### config.mk
export PLATFORM = sky130hd
export DESIGN_NAME = multicyc_cu
export DESIGN_NICKNAME = d
export VERILOG_FILES = /design/src/rtl/multicyc_cu.sv
export SDC_FILE = /design/constraint.sdc
export NUM_CORES = 1
export LEC_CHECK = 0
export CAP_MARGIN = 20
export CORE_MARGIN = 2
export CORE_UTILIZATION = 60
export CTS_CLUSTER_SIZE = 25
export DETAILED_ROUTE_END_ITERATION = 16
export DONT_BUFFER_PORTS = 1
export GPL_TIMING_DRIVEN = 0
export HOLD_SLACK_MARGIN = 0.15
export PLACE_DENSITY = 0.76
export RECOVER_POWER = 50
export SETUP_SLACK_MARGIN = 0.2
export SLEW_MARGIN = 20
export SYNTH_ARGS = -nofsm -noshare
export SYNTH_HDL_FRONTEND = slang
export SYNTH_SLANG_ARGS = --single-unit
### constraint.sdc
create_clock -name clk -period 2.9 [get_ports clk]
set_clock_uncertainty 0.15 [all_clocks]
set_input_delay 0.435 -clock clk [delete_from_list [all_inputs] [get_ports clk]]
set_output_delay 0.435 -clock clk [all_outputs]
set_load 0.005 [all_outputs]
### src/rtl/multicyc_cu.sv
// Multicycle MIPS control unit.
// Runs each instruction through three to five states and drives the
// datapath muxes, register enables and memory strobes from the current
// state. Also handles the memory-ready handshake, traps illegal opcodes
// and counts retired instructions.
module multicyc_cu #(
    parameter int ALUOP_W = 4,
    parameter int MEM_HS  = 1,
    parameter int CNT_W   = 32
) (
    input  logic               clk,
    input  logic               rst,
    input  logic [5:0]         opcode,
    input  logic               zero,
    input  logic               mem_ready,
    output logic               pc_we,
    output logic [1:0]         pc_src,
    output logic               iord,
    output logic               ir_we,
    output logic               mem_rd,
    output logic               mem_wr,
    output logic               reg_we,
    output logic               wreg_dst_sel,
    output logic               wrbck_sel,
    output logic               alusrca,
    output logic [1:0]         alusrcb,
    output logic [ALUOP_W-1:0] aluop,
    output logic               illegal_op,
    output logic [CNT_W-1:0]   retired,
    output logic [3:0]         state_dbg
);

    // ALU operation codes shared with the ALU decoder
    localparam logic [ALUOP_W-1:0] ALUOP_ADD  = ALUOP_W'(2);
    localparam logic [ALUOP_W-1:0] ALUOP_ADDU = ALUOP_W'(3);
    localparam logic [ALUOP_W-1:0] ALUOP_SUB  = ALUOP_W'(6);
    localparam logic [ALUOP_W-1:0] ALUOP_RR   = ALUOP_W'(15);

    localparam logic [5:0] OP_RR    = 6'h00;
    localparam logic [5:0] OP_J     = 6'h02;
    localparam logic [5:0] OP_BR    = 6'h04;
    localparam logic [5:0] OP_ADDI  = 6'h08;
    localparam logic [5:0] OP_ADDIU = 6'h09;
    localparam logic [5:0] OP_LW    = 6'h23;
    localparam logic [5:0] OP_SW    = 6'h2B;

    typedef enum logic [3:0] {
        S_FETCH  = 4'd0,
        S_DECODE = 4'd1,
        S_MEMADR = 4'd2,
        S_MEMRD  = 4'd3,
        S_MEMWB  = 4'd4,
        S_MEMWR  = 4'd5,
        S_EXEC   = 4'd6,
        S_ALUWB  = 4'd7,
        S_BRANCH = 4'd8,
        S_IMMEX  = 4'd9,
        S_IMMWB  = 4'd10,
        S_JUMP   = 4'd11,
        S_TRAP   = 4'd12
    } state_t;

    state_t           state_reg, state_next;
    logic [CNT_W-1:0] retired_reg;
    logic             illegal_reg;
    logic             rdy;
    logic             retire;

    // Without the handshake every memory access completes in one cycle
    assign rdy = (MEM_HS != 0) ? mem_ready : 1'b1;

    // State, retire counter and sticky trap flag
    always_ff @(posedge clk) begin
        if (rst) begin
            state_reg   <= S_FETCH;
            retired_reg <= '0;
            illegal_reg <= 1'b0;
        end else begin
            state_reg <= state_next;
            if (retire)
                retired_reg <= retired_reg + CNT_W'(1);
            if (state_next == S_TRAP)
                illegal_reg <= 1'b1;
        end
    end

    // Next-state decode; retire marks the last cycle of a completed instruction
    always_comb begin
        state_next = state_reg;
        retire     = 1'b0;
        case (state_reg)
            S_FETCH:  if (rdy) state_next = S_DECODE;
            S_DECODE: begin
                case (opcode)
                    OP_LW, OP_SW:      state_next = S_MEMADR;
                    OP_RR:             state_next = S_EXEC;
                    OP_BR:             state_next = S_BRANCH;
                    OP_ADDI, OP_ADDIU: state_next = S_IMMEX;
                    OP_J:              state_next = S_JUMP;
                    default:           state_next = S_TRAP;
                endcase
            end
            S_MEMADR: state_next = (opcode == OP_SW) ? S_MEMWR : S_MEMRD;
            S_MEMRD:  if (rdy) state_next = S_MEMWB;
            S_MEMWR: begin
                if (rdy) begin
                    state_next = S_FETCH;
                    retire     = 1'b1;
                end
            end
            S_EXEC:   state_next = S_ALUWB;
            S_IMMEX:  state_next = S_IMMWB;
            S_MEMWB, S_ALUWB, S_BRANCH, S_IMMWB, S_JUMP: begin
                state_next = S_FETCH;
                retire     = 1'b1;
            end
            S_TRAP:   state_next = S_TRAP;
            default:  state_next = S_FETCH;
        endcase
    end

    // Moore output decode, gated by rdy/zero where noted; reset blanks everything
    always_comb begin
        pc_we        = 1'b0;
        pc_src       = 2'b00;
        iord         = 1'b0;
        ir_we        = 1'b0;
        mem_rd       = 1'b0;
        mem_wr       = 1'b0;
        reg_we       = 1'b0;
        wreg_dst_sel = 1'b0;
        wrbck_sel    = 1'b0;
        alusrca      = 1'b0;
        alusrcb      = 2'b00;
        aluop        = ALUOP_ADD;
        case (state_reg)
            S_FETCH: begin
                mem_rd  = 1'b1;
                alusrcb = 2'b01;
                ir_we   = rdy;
                pc_we   = rdy;
            end
            S_DECODE: alusrcb = 2'b11;
            S_MEMADR: begin
                alusrca = 1'b1;
                alusrcb = 2'b10;
            end
            S_MEMRD: begin
                iord   = 1'b1;
                mem_rd = 1'b1;
            end
            S_MEMWB: begin
                reg_we    = 1'b1;
                wrbck_sel = 1'b1;
            end
            S_MEMWR: begin
                iord   = 1'b1;
                mem_wr = 1'b1;
            end
            S_EXEC: begin
                alusrca = 1'b1;
                aluop   = ALUOP_RR;
            end
            S_ALUWB: begin
                reg_we       = 1'b1;
                wreg_dst_sel = 1'b1;
            end
            S_BRANCH: begin
                alusrca = 1'b1;
                aluop   = ALUOP_SUB;
                pc_src  = 2'b01;
                pc_we   = zero;
            end
            S_IMMEX: begin
                alusrca = 1'b1;
                alusrcb = 2'b10;
                aluop   = (opcode == OP_ADDIU) ? ALUOP_ADDU : ALUOP_ADD;
            end
            S_IMMWB:  reg_we = 1'b1;
            S_JUMP: begin
                pc_src = 2'b10;
                pc_we  = 1'b1;
            end
            S_TRAP:   aluop = ALUOP_ADD;
            default:  aluop = '0;
        endcase
        if (rst) begin
            pc_we        = 1'b0;
            pc_src       = 2'b00;
            iord         = 1'b0;
            ir_we        = 1'b0;
            mem_rd       = 1'b0;
            mem_wr       = 1'b0;
            reg_we       = 1'b0;
            wreg_dst_sel = 1'b0;
            wrbck_sel    = 1'b0;
            alusrca      = 1'b0;
            alusrcb      = 2'b00;
            aluop        = '0;
        end
    end

    assign illegal_op = illegal_reg & ~rst;
    assign retired    = rst ? '0 : retired_reg;
    assign state_dbg  = rst ? 4'd0 : state_reg;

endmodule

==> impl_metrics.py <==
metrics = {
    "status": {
        "outcome": "completed",
    },
    "sta": {
        "setup_tns_ps": 0,
        "clock.fmax_mhz": 395,
        "finalSetupViolCount": 0,
        "rsz0062_at_grt": "false",
        "finalHoldViolCount": 0,
        "min_period_ps": 2530,
        "slew_headroom_pct": 62.6,
        "fin_crit_sh_pct": 87.4,
        "maxSlewViolCount": 0,
        "hold_ws_ps": 307,
        "worst_slew_pin_slew_ps": 547,
    },
    "placed_design": {
        "hpwl_microns": 4560,
        "io_buffers": 0,
        "place.gp.congestion": 0.872,
    },
    "cts": {
        "cts.repair.resized": 0,
        "clkTransAtPathRegs_ps": 60,
        "max-clock-path-buffers": 2,
        "htreeDepth": 2,
        "ctsRootBufferMaster": "clkbuf_8",
        "clock_sinks": 37,
        "ctsHoldBuffers": 0,
        "post_cts_buffers": 0,
        "clkLatencyLatePin_ps": 290,
        "cts_tree": "built",
        "numCtsBuffers": 5,
    },
    "routing": {
        "dr_total_vias": 2439,
        "drc": 0,
        "drt_first_pass_iters": 4,
        "routed_wl_microns": 6230,
        "via_per_inst": 6.21,
        "routedWlPerCell_microns": 15.9,
        "drt_iter0_markers": 178,
        "ant_nets": 0,
    },
    "critical_path": {
        "crit_arrival_ps": 1950,
        "critPathMaxFanout": 10,
        "path_cells": "clkbuf_1 -> clkbuf_1 -> nand2_1 -> a21oi_1 -> a31oi_1 -> nor3_1",
        "cp-start-kind": "flip-flop",
        "end_kind": "output port",
        "critPathKind": "reg2out",
        "cpPeakStageDelay_ps": 380,
        "cp.required_ps": 2320,
        "cp_common_cell": "clkbuf_1",
        "cpMaxStageDelayCell": "clkbuf_1",
    },
    "global_route": {
        "grt_max_degree": 11,
        "grt-ovfl-total": 0,
        "gr-usage-met2_pct": 45.8,
        "grt.busiest_layer": "met2",
        "antenna_found_initial": 0,
        "grtUsageTotal_pct": 28.2,
        "grt_util_met3_pct": 7.40,
        "grt_pass1_wl_microns": 9950,
        "grt_pass1_vias": 2189,
        "use_met1_pct": 35.7,
    },
    "logic_synthesis": {
        "synth_edf_count": 0,
        "syn_nets": 347,
        "ys_ff_latch": 37,
        "synth-async-reset-ratio_pct": 0,
        "yosys.area.top_type": "dfxtp_1",
        "netlist_instances": 336,
        "netlist_area_sq_mm": 0.00246,
        "synth_top_cells_by_count": "nor2_1, dfxtp_1, nor2b_1",
        "synth_xor_xnor_area_share_pct": 4.97,
        "yosysUniqueCellTypes": 48,
        "synth-simple-area-share_pct": 43.1,
        "synth_compound_area_share_pct": 14.8,
        "yosys_most_used_dff": "dfxtp_1",
        "synthTopCellsByArea": "dfxtp_1, nor2b_1, nor2_1",
        "synth-adder-area-share_pct": 0.508,
        "synth.avg_cell_area_sq_um": 7.34,
        "synth_top_area_share_pct": 30.1,
        "synth.most_common_cell": "nor2_1",
        "synth_mux_area_share_pct": 1.68,
        "ys_seq_area_share_pct": 30.1,
        "synth_top_family_by_area": "simple AND/OR/NAND/NOR gates",
        "yosys_warnings": 0,
    },
    "cells_and_area": {
        "diodes": 0,
        "syn_to_final_growth_pct": 6.40,
        "drive_above_1_share_pct": 5.83,
        "largest_reg_flops": 32,
        "fill_cells": 385,
        "nNetsFinal": 354,
    },
    "floorplanning": {
        "initial_core_util_pct": 62.1,
        "dieHeight_microns": 68.1,
        "io_pins": 64,
        "rows": 23,
        "fp.coreArea_sq_mm": 0.00397,
        "dieArea_sq_mm": 0.00464,
        "die_w_microns": 68.1,
    },
    "hold_path": {
        "hold_class": "in2reg",
    },
    "pwr": {
        "peakVddDrop_v": 0.000313,
        "leakagePower_uw": 0.000797,
        "cellPowerDensity_mw_per_mm2": 393,
    },
    "job": {
        "maxCapViolCount": 0,
    },
}
[power breakdown]
part | internal [uW] | switching [uW] | total, uW
clock | 188 | 174 | 362
sequential | 516 | 6.68 | 522
combinational | 47.7 | 99.3 | 147
total | 752 | 280 | 1030
[through the flow]
stage	setup slack [ps]	std cells	instance area (sq um)	total power, uW	utilization [%]
2_1_floorplan	738	336	2460	646	-
3_3_place_gp	410	386	2530	678	63.6
3_5_place_dp	400	386	2530	679	63.6
4_1_cts	388	393	2610	1030	65.8
5_1_grt	250	393	2620	1070	66.0
6_report	367	393	2620	1030	66.0
[layout by cell type (no fill, tap or decap), drive strengths merged, types with 12 or more instances in the layout]
master	Yosys	layout
nor2	45	45
dfxtp	37	37
nor2b	35	35
clkbuf	20	28
nand2	24	24
a21oi	22	22
or4	14	14
nor3	13	13
xnor2	13	13
nand3	12	12
[kinds of logic (layout without fill, tap and decap cells)]
family	after synthesis	count (layout)
AND/OR/NAND/NOR	191	191
adder cells (fa/ha/maj)	1	1
flip-flops	37	37
XOR/XNOR	14	14
AO/OA/AOI/OAI	58	58
buffers and inverters	31	38
multiplexers	4	4
[cell type report]
class	count	area, sq um	share of cell area, %
Sequential cell	37	741	28.2
Clock buffer	7	86.3	3.29
Buffer	24	93.8	3.58
Tap cell	50	62.6	2.39
Inverter	7	26.3	1.00
Multi-Input combinational cell	268	1610	61.5
[critical path: cells and delay by family (launching register included)]
kind                   cells  cell delay (ps)
buffers and inverters      2              730
AOI/OAI and AO/OA          2              220
DFF                        1              320
and+or+nand+nor            2              380
[per-layer routing]
metal	wire length, microns	share of wire [%]
met4	67	1.1
met5	0	0
met3	365	5.9
met2	2970	48
met1	2830	45
[final timing paths]
path,cells past startpoint,end,start,slack (ps)
max reg2reg,7,retired_reg[20],retired_reg[0],460
min reg2reg,2,retired_reg[28],retired_reg[28],350
max,6,pc_we,state_reg[3],370
min,2,state_reg[3],opcode[4],310
(Power assumes the default switching activity.)
